===== src/rtl/qd_counter_if.sv =====
// qd_counter_if: encoder pins, clear and decoded outputs of one qd_counter wheel channel.
// The Z index signal exists only when QD_INDEX_EN is defined.
interface qd_counter_if #(
   parameter int CNT_W = 16,
   parameter int VEL_W = 12
);
   logic A, B, clr;
`ifdef QD_INDEX_EN
   logic Z;
`endif
   logic [CNT_W-1:0] pos;
   logic [VEL_W-1:0] vel;
   logic dir, step, err, vel_valid;
`ifdef QD_INDEX_EN
   modport master (output A, B, Z, clr, input pos, dir, step, err, vel, vel_valid);
   modport slave (input A, B, Z, clr, output pos, dir, step, err, vel, vel_valid);
`else
   modport master (output A, B, clr, input pos, dir, step, err, vel, vel_valid);
   modport slave (input A, B, clr, output pos, dir, step, err, vel, vel_valid);
`endif
endinterface


===== src/rtl/qd_counter.sv =====
// qd_counter: filtered x4 quadrature decoder with signed position, direction, sticky error and windowed velocity.
// Defining QD_INDEX_EN adds a filtered Z index input whose rising edge zeroes the position.
module qd_counter #(
   parameter int CNT_W    = 16,
   parameter int FILT_LEN = 3,
   parameter int VEL_WIN  = 50000,
   parameter int VEL_W    = 12
) (
   input logic clk,
   input logic rst,
   qd_counter_if.slave bus
);
   localparam int WW = $clog2(VEL_WIN);
   localparam int AW = $clog2(VEL_WIN + 1) + 1;
   localparam int VMAX = 2 ** (VEL_W - 1) - 1;
   localparam int VMIN = -(2 ** (VEL_W - 1));
   localparam logic [3:0] QUAL = 4'(FILT_LEN - 1);
   typedef enum logic {INIT, TRACK} state_t;
   state_t state_q, state_d;
   logic [2:0] vld_q, vld_d;
   logic [1:0] sync1_q, sync2_q, cand_q, fab_q, fab_d, idx_old, idx_new, delta;
   logic [3:0] cnt_q, cnt_d;
   logic eq, qual, fwd, rev, bad, zero;
   logic signed [CNT_W-1:0] pos_q, pos_d;
   logic dir_q, dir_d, step_q, step_d, err_q, err_d, vv_q, vv_d;
   logic [WW-1:0] win_q, win_d;
   logic signed [AW-1:0] acc_q, acc_d, acc_n;
   logic signed [31:0] acc_w;
   logic signed [VEL_W-1:0] vel_q, vel_d;
`ifdef QD_INDEX_EN
   logic zs1_q, zs2_q, zc_q, zf_q, zf_d, zeq, zqual;
   logic [3:0] zn_q, zn_d;
`endif
   always_comb begin
      // Nothing qualifies until the sync chain and candidate hold real pin samples, so reset values never decode.
      vld_d = {vld_q[1:0], 1'b1};
      eq = vld_q[2] && sync2_q == cand_q;
      qual = eq && cnt_q == QUAL;
      cnt_d = eq ? cnt_q + 4'(cnt_q != 4'hf) : 4'd0;
      fab_d = qual ? cand_q : fab_q;
      state_d = qual ? TRACK : state_q;
      // Gray to binary phase index: a forward step adds 1 modulo 4, a double-bit change adds 2.
      idx_old = {fab_q[1], ^fab_q};
      idx_new = {cand_q[1], ^cand_q};
      delta = idx_new - idx_old;
      fwd = qual && state_q == TRACK && delta == 2'd1;
      rev = qual && state_q == TRACK && delta == 2'd3;
      bad = qual && state_q == TRACK && delta == 2'd2;
`ifdef QD_INDEX_EN
      zeq = vld_q[2] && zs2_q == zc_q;
      zqual = zeq && zn_q == QUAL;
      zn_d = zeq ? zn_q + 4'(zn_q != 4'hf) : 4'd0;
      zf_d = zqual ? zc_q : zf_q;
      zero = bus.clr || (zqual && zc_q && !zf_q && state_q == TRACK);
`else
      zero = bus.clr;
`endif
      pos_d = zero ? '0 : pos_q + CNT_W'(fwd) - CNT_W'(rev);
      dir_d = fwd ? 1'b1 : rev ? 1'b0 : dir_q;
      step_d = fwd || rev;
      err_d = !bus.clr && (err_q || bad);
      vv_d = win_q == WW'(VEL_WIN - 1);
      win_d = vv_d ? '0 : win_q + WW'(1);
      acc_n = acc_q + AW'(fwd) - AW'(rev);
      acc_w = 32'(acc_n);
      acc_d = vv_d ? '0 : acc_n;
      vel_d = !vv_d ? vel_q : acc_w > VMAX ? VEL_W'(VMAX) : acc_w < VMIN ? VEL_W'(VMIN) : VEL_W'(acc_w);
   end
   always_ff @(posedge clk or negedge rst) begin
      if (!rst) begin
         state_q <= INIT;
         vld_q <= '0;
         sync1_q <= '0;
         sync2_q <= '0;
         cand_q <= '0;
         cnt_q <= '0;
         fab_q <= '0;
         pos_q <= '0;
         dir_q <= 1'b0;
         step_q <= 1'b0;
         err_q <= 1'b0;
         win_q <= '0;
         acc_q <= '0;
         vel_q <= '0;
         vv_q <= 1'b0;
`ifdef QD_INDEX_EN
         zs1_q <= 1'b0;
         zs2_q <= 1'b0;
         zc_q <= 1'b0;
         zn_q <= '0;
         zf_q <= 1'b0;
`endif
      end else begin
         state_q <= state_d;
         vld_q <= vld_d;
         sync1_q <= {bus.A, bus.B};
         sync2_q <= sync1_q;
         cand_q <= sync2_q;
         cnt_q <= cnt_d;
         fab_q <= fab_d;
         pos_q <= pos_d;
         dir_q <= dir_d;
         step_q <= step_d;
         err_q <= err_d;
         win_q <= win_d;
         acc_q <= acc_d;
         vel_q <= vel_d;
         vv_q <= vv_d;
`ifdef QD_INDEX_EN
         zs1_q <= bus.Z;
         zs2_q <= zs1_q;
         zc_q <= zs2_q;
         zn_q <= zn_d;
         zf_q <= zf_d;
`endif
      end
   end
   assign bus.pos = pos_q;
   assign bus.dir = dir_q;
   assign bus.step = step_q;
   assign bus.err = err_q;
   assign bus.vel = vel_q;
   assign bus.vel_valid = vv_q;
endmodule


===== src/flat_wrapper.sv =====
// flat-port wrapper written by rule: the top's interface ports become plain ports
module qd_counter_flat 
#(
   parameter int CNT_W    = 16,
   parameter int FILT_LEN = 3,
   parameter int VEL_WIN  = 50000,
   parameter int VEL_W    = 12
)
  (clk, rst, bus_A, bus_B, bus_clr, bus_pos, bus_dir, bus_step, bus_err, bus_vel, bus_vel_valid);
  qd_counter_if #(.CNT_W(CNT_W), .VEL_W(VEL_W)) bus_i ();
  input logic clk;
  input logic rst;
  input wire logic [$bits(bus_i.A)-1:0] bus_A;
  input wire logic [$bits(bus_i.B)-1:0] bus_B;
  input wire logic [$bits(bus_i.clr)-1:0] bus_clr;
  output wire logic [$bits(bus_i.pos)-1:0] bus_pos;
  output wire logic [$bits(bus_i.dir)-1:0] bus_dir;
  output wire logic [$bits(bus_i.step)-1:0] bus_step;
  output wire logic [$bits(bus_i.err)-1:0] bus_err;
  output wire logic [$bits(bus_i.vel)-1:0] bus_vel;
  output wire logic [$bits(bus_i.vel_valid)-1:0] bus_vel_valid;
  assign bus_i.A = bus_A;
  assign bus_i.B = bus_B;
  assign bus_i.clr = bus_clr;
  assign bus_pos = bus_i.pos;
  assign bus_dir = bus_i.dir;
  assign bus_step = bus_i.step;
  assign bus_err = bus_i.err;
  assign bus_vel = bus_i.vel;
  assign bus_vel_valid = bus_i.vel_valid;
  qd_counter #(.CNT_W(CNT_W), .FILT_LEN(FILT_LEN), .VEL_WIN(VEL_WIN), .VEL_W(VEL_W)) u_core (.clk(clk), .rst(rst), .bus(bus_i));
endmodule

===== config.mk =====
export PLATFORM = sky130hd
export DESIGN_NAME = qd_counter_flat
export DESIGN_NICKNAME = d
export VERILOG_FILES = /design/src/rtl/qd_counter_if.sv /design/src/rtl/qd_counter.sv /design/src/flat_wrapper.sv
export SDC_FILE = /design/constraint.sdc
export NUM_CORES = 1
export LEC_CHECK = 0
export ABC_AREA = 1
export BUFFER_PORTS_ARGS = -buffer_cell sky130_fd_sc_hd__clkbuf_2
export CAP_MARGIN = 20
export CORE_MARGIN = 5
export CORE_UTILIZATION = 60
export CTS_CLUSTER_DIAMETER = 100
export DETAILED_ROUTE_END_ITERATION = 16
export HOLD_SLACK_MARGIN = 0.1
export PLACE_DENSITY_LB_ADDON = 0.2
export SLEW_MARGIN = 20
export SYNTH_ARGS = -nofsm -noshare
export SYNTH_HDL_FRONTEND = slang
export SYNTH_SLANG_ARGS = --single-unit

===== constraint.sdc =====
create_clock -name clk -period 3.4 [get_ports clk]
set_clock_uncertainty 0.1 [all_clocks]
set_input_delay 0.34 -clock clk [delete_from_list [all_inputs] [get_ports clk]]
set_output_delay 0.34 -clock clk [all_outputs]
set_load 0.01 [all_outputs]

# Word-level counts from Yosys, hierarchy flattened
# Cells that the tools add are included.
[op_classes]
addsub = 7
mul = 0
div = 0
order_cmp = 2
n_eq_ne = 7
shift = 0
muxes = 8
bitwise_logic = 0
n_reduce_logical = 13
[op_table]
columns = ["op", "n"]
rows = [
  ["2-to-1 mux 16 bit", 2],
  ["2-to-1 mux 12 bit", 2],
  ["adder 17 x 1 -> 17 bit", 1],
  ["> comparator 17 x 12 -> 1 bit, second input constant", 1],
  ["less-than comparator 17 x 12 -> 1 bit, second input constant", 1],
  ["2-to-1 mux 17 bit", 1],
  ["subtractor 17 x 1 -> 17 bit", 1],
  ["adder 16 x 1 -> 16 bit", 1],
  ["adder 16 x 1 -> 16 bit, second input constant", 1],
  ["equality test 16 bit, second input constant", 1],
  ["subtractor 16 x 1 -> 16 bit", 1],
  ["logical AND 1 bit", 7],
  ["adder 4 x 1 -> 4 bit", 1],
  ["equality test 2 bit, second input constant", 2],
  ["equality test 4 x 2 -> 1 bit, second input constant", 1],
  ["2-to-1 mux 4 bit", 1],
  ["inequality test 4 bit, second input constant", 1],
  ["parity 2 bit", 2],
  ["equality test 2 x 1 -> 1 bit, second input constant", 1],
  ["equality test 2 bit", 1],
  ["logical OR 1 bit", 2],
  ["2-to-1 mux 1 bit", 2],
  ["nonzero test 2 bit", 1],
  ["subtractor 2 bit", 1],
  ["logical NOT 1 bit", 1],
]
[word_totals]
regBits = 81
latch_bits = 0
ram_bits = 0
romBits = 0
in_bits = 5
out_inout_bits = 32
wordCells = 52
mem_count = 0

# Depth between registers and ports, before layout
[logic_depth]
word_depth = 10
mapped_depth = 27
ltp_nobuf = 26

# Worst setup path after synthesis
# Ideal clock, no wire load.
[synth_path]
kind = "flip-flop to flip-flop"
start = "register u_core.cnt_q[2]"
end = "register u_core.pos_q[12], in the netlist u_core.bus.pos[12]"
setup_ns = 0.117
arrival_ns = 2.906
required_ns = 3.183
slack_ns = 0.277
stages_incl_launch_ff = 21
n_path_buf = 0
period_less_slack_ns = 3.123
cell_sequence = "dfrtp_1 nor4_1 nand3_1 nor2_1 inv_1 nor2_2 inv_1 nor2_2 ha_1 inv_1 ha_1 fa_1 nand3_1 a31oi_1 nor2_1 o21ai_0 a21boi_0 o21ai_0 nand2_1 nand2_1 nor2_1"
[synth_via]
elab_chain_cells = 7
word_cells_on_any_way = 8
classes_between = "add/sub (2); eq/ne (1); mux (1); reduce/logical (4)"
[synth_rtl]
columns = ["item", "line", "source"]
rows = [
  ["start, declared", "qd_counter.sv:22", "logic [3:0] cnt_q, cnt_d;"],
  ["start signal, assigned", "qd_counter.sv:99", "cnt_q <= cnt_d;"],
  ["equality test 4 x 2 -> 1 bit (*)", "qd_counter.sv:38", "qual = eq && cnt_q == QUAL;"],
  ["logical AND 1 bit (*)", "qd_counter.sv:38", ""],
  ["logical AND 1 bit (*)", "qd_counter.sv:46, qd_counter.sv:47", ""],
  ["logical AND 1 bit", "qd_counter.sv:46", "fwd = qual && state_q == TRACK && delta == 2'd1;"],
  ["adder 16 x 1 -> 16 bit", "qd_counter.sv:58", "pos_d = zero ? '0 : pos_q + CNT_W'(fwd) - CNT_W'(rev);"],
  ["subtractor 16 x 1 -> 16 bit (*)", "qd_counter.sv:58", ""],
  ["2-to-1 mux 16 bit (*)", "qd_counter.sv:58", ""],
  ["via u_core.pos_d[12]", "qd_counter.sv:24", "logic signed [CNT_W-1:0] pos_q, pos_d;"],
  ["end signal, assigned", "qd_counter.sv:101", "pos_q <= pos_d;"],
  ["end, declared", "qd_counter.sv:24", ""],
]
# Mark *: on every way through the listed nets, which the timed path passes. The rest lies on a longest branch.
# A chain may end at the register's enable or synchronous reset.

# Worst setup path after layout
[layout_path]
start = "register u_core.cand_q[0]"
end = "register u_core.vel_q[10], in the netlist u_core.bus.vel[10]"
[layout_via]
elab_chain_cells = 10
word_cells_on_any_way = 16
classes_between = "add/sub (3); order compare (2); eq/ne (3); mux (2); reduce/logical (6)"
[layout_rtl]
columns = ["item", "line", "source"]
rows = [
  ["start, declared", "qd_counter.sv:21", "logic [1:0] sync1_q, sync2_q, cand_q, fab_q, fab_d, idx_old, idx_new, delta;"],
  ["start signal, assigned", "qd_counter.sv:98", "cand_q <= sync2_q;"],
  ["parallel branches: the longest is 6 deep, another holds adder 17 x 1 -> 17 bit", "n/a", ""],
  ["subtractor 17 x 1 -> 17 bit (*)", "qd_counter.sv:64", "acc_n = acc_q + AW'(fwd) - AW'(rev);"],
  ["less-than comparator 17 x 12 -> 1 bit", "qd_counter.sv:67", "vel_d = !vv_d ? vel_q : acc_w > VMAX ? VEL_W'(VMAX) : acc_w < VMIN ? VEL_W'(VMIN) : VEL_W'(acc_w);"],
  ["2-to-1 mux 12 bit", "qd_counter.sv:67", ""],
  ["2-to-1 mux 12 bit (*)", "qd_counter.sv:67", ""],
  ["end signal, assigned", "qd_counter.sv:107", "vel_q <= vel_d;"],
  ["end, declared", "qd_counter.sv:29", "logic signed [VEL_W-1:0] vel_q, vel_d;"],
]
# Every way passes the cells marked *.

==> flow_summary.toml <==
[grt]
antenna_found_initial = 0
grt_usage_pct = 22.9
grt_pass1_vias = 4393
gr-total-overflow = 0
grt_pass1_wl_um = 18700
grt_max_degree = 82

[clock_tree]
cts.sinks = 81
cts-htree-levels = 3
clockBufferDepth = 2
cts_inserted_buffers = 9
clock_latency_ps = 360
clockRootBuffer = "clkbuf_8"
clkTransAtPathRegs_ps = 90
cts_tree = "built"

[floorplanning]
fp.dieW_um = 101
coreArea_um2 = 8130
initial_utilization_pct = 60.7
dieArea_um2 = 10100
io_pins = 37
num_rows = 33
die_y_um = 101

[layout]
area_growth_pct = 16.3
multi_input_area_um2 = 2590
utilization_pct = 70.6
antennaDiodeCount = 0
layout-drive-gt1-share_pct = 18.7
regArea_um2 = 2030
fillers = 660
nNetsFinal = 749

[timing]
slew_headroom_pct = 50.3
setup_slack_ps = 101
clock.fmax_mhz = 303
setup_viol = 0
whs_ps = 174
slew_viol_final = 0
fin_crit_ps = 3300
min_period_over_period_pct = 97.0
hold_violations = 0
worstMarginPinSlew_ps = 745

[drt]
drt_first_iter_violations = 182
wire_per_inst_um = 13.6
routed_via_density = 5.37
wl_um = 11100
vias = 4385
drc = 0
first_pass_iters = 4
postRouteAntennaNets = 0

[power_and_ir_drop]
ir_worst_vdd_v = 0.000974
clock_power_share_pct = 13.3
switching_share_pct = 50.2
combPwrFrac_pct = 65.1
p_int_uw = 2820
seq_power_share_pct = 21.6
p_switching_uw = 2850
pwr_density_cell_nw_per_um2 = 987
cellLeakagePower_uw = 0.00310

[synth]
yosysMostFrequentCell = "nand2_1"
syn_inst = 643
synth_seq_cells = 81
synthTopCellsByArea = "dfrtp_1 41%, nand2_1 12%, ha_1 9.1%"
ys_types = 38
syn_area_um2 = 4940
avgSynthCellArea_um2 = 7.68
synthArstFlopShare_pct = 100
synthFlopType = "dfrtp_1"
synthTopCellsByCount = "162 x nand2_1, 110 x inv_1, 81 x dfrtp_1"
seq_area_frac_synth_pct = 41.0
yosys.area.top_type_share_pct = 41.0
yosys_warnings = 0
synth_top_area_cell = "dfrtp_1"
synth_nets = 686
synth_edf_count = 0

[placement]
pre_cts_ws_ps = -147
hpwlAfterDp_um = 8160
io_buffers = 36
gp_congestion = 0.879

[setup_path]
timing.critical_path.buf_inv = 3
reg2reg_slack_ps = 100
crit_path_end_kind = "flip-flop"
r2r_end = "u_core.bus.vel[10]"
r2r-start = "u_core.cand_q[0]"
path_delay_family = "adder cells"
cp.required_ps = 3550
ff2ff_path_depth = 19
crit_fanout = 5
cp_slowest_cell = "fa_2"
cp_slowest_stage_delay_ps = 410
worstSetupPathType = "flip-flop to flip-flop"
start_kind = "flip-flop"
path_cells = "buf_4, xnor2_1, ha_1, nor2_4, buf_4, ha_1, fa_2, nand3_2, nand3_2, nand3_2, nand3_2, a21oi_4, xor2_2, buf_4, nand2_4, nand2_1, nand2_1, nand2_1, nand2_1"
worstPathArrival_ps = 3450

[hold_path]
worstHoldPathType = "input pin to flip-flop"
hold_start = "bus_clr"
min_to = "u_core.bus.pos[10]"
hold_path_depth = 2

[outcome]
status = "complete, no violations"

[job]
max-cap-violations = 0
[power groups by stage]
stage	sequential [uW]	combinational [uW]	clock (uW)
floorplan	1240	2610	0
CTS	1230	3220	770
global placement	1240	3110	0
global route	1250	4150	816
detailed placement	1250	3200	0
finish	1230	3690	752
[worst max path at each step]
stage	startpoint	end	cells past startpoint
after floorplan	u_core.cnt_q[2]	u_core.bus.pos[12]	20
after global placement	u_core.cand_q[0]	u_core.bus.pos[12]	22
after detailed placement	u_core.cand_q[0]	u_core.bus.pos[12]	22
after CTS	u_core.cand_q[0]	u_core.bus.pos[12]	22
after global routing	u_core.cnt_q[1]	u_core.bus.vel[8]	25
final	u_core.cand_q[0]	u_core.bus.vel[10]	19
[kinds of logic (layout without fill, tap and decap cells)]
kind of cell    count (synthesis)  count (layout)  synth area share, %
fa+ha+maj                      38              38                 9.93
compound gates                 79              79                 8.87
xor+xnor                       26              26                 4.61
flops                          81              81                 41.0
mux                             1               1                0.228
buf+inv                       122             188                 9.60
simple gates                  295             297                 25.6
other cells                     1               1               0.0759
[through the flow]
step	total power [uW]	std cells	TNS (ps)	area [um^2]
after floorplan	3850	643	0	4940
after global placement	4350	789	0	5300
after detailed placement	4440	789	-153	5300
after CTS	5220	808	0	5540
after global routing	6220	816	-1130	5740
final	5670	816	0	5740
[per-layer routing]
| metal | vias to the layer above | global-route usage (%) | part of all wire, % |
|---|---|---|---|
| li1 | 2155 | - | - |
| met1 | 2057 | 26.6 | 41 |
| met2 | 133 | 40.1 | 50 |
| met3 | 40 | 3.81 | 4.6 |
| met4 | 0 | 12.6 | 4.2 |
| met5 | - | 0 | 0 |
[state kept, by name, indices dropped and copies added (netlist names)]
signal                flops
u_core.bus.vel_valid      1
u_core.sync2_q            2
u_core.bus.pos           16
u_core.cnt_q              4
u_core.vld_q              3
u_core.win_q             16
u_core.bus.vel           12
u_core.bus.step           1
u_core.fab_q              2
u_core.sync1_q            2
u_core.bus.dir            1
u_core.state_q            1
u_core.bus.err            1
u_core.cand_q             2
u_core.acc_q             17
[repair_timing]
| item | CTS | global route |
|---|---|---|
| gates cloned | 0 | 2 |
| hold buffers | 3 | 0 |
| setup buffers | 0 | 6 |
| resized for setup | 3 | 38 |
| hold endpoints to repair | 22 | 0 |
| pin swaps | 0 | 18 |
| setup endpoints to repair | 2 | 17 |
[cell type report]
type | instances | area share (%)
clock buffer | 10 | 2.40
clock inverter | 6 | 1.31
inverter | 115 | 7.51
multi-input combinational | 442 | 45.1
sequential | 81 | 35.3
tap | 105 | 2.29
timing repair buffer | 57 | 6.12
[layout by cell type (no fill, tap or decap), drive strengths merged]
cell and instances:
ha 36, a21boi 1, nand2 174, dlygate4sd3 3, dfrtp 81, buf 19
clkinv 2, a21oi 41, inv 117, fa 2, nand3 29, bufinv 1
nor3 13, a31o 1, nor2 67, a31oi 3, a21o 1, o21ai 24
clkinvlp 1, conb 1, or2 1, o21a 2, o31ai 2, o21bai 2
xnor2 5, nor4 4, nand4 7, a211oi 1, nand3b 2, clkbuf 45
xor2 21, o22ai 1, mux2 1
Note: power is estimated with default switching activity, not from simulation.
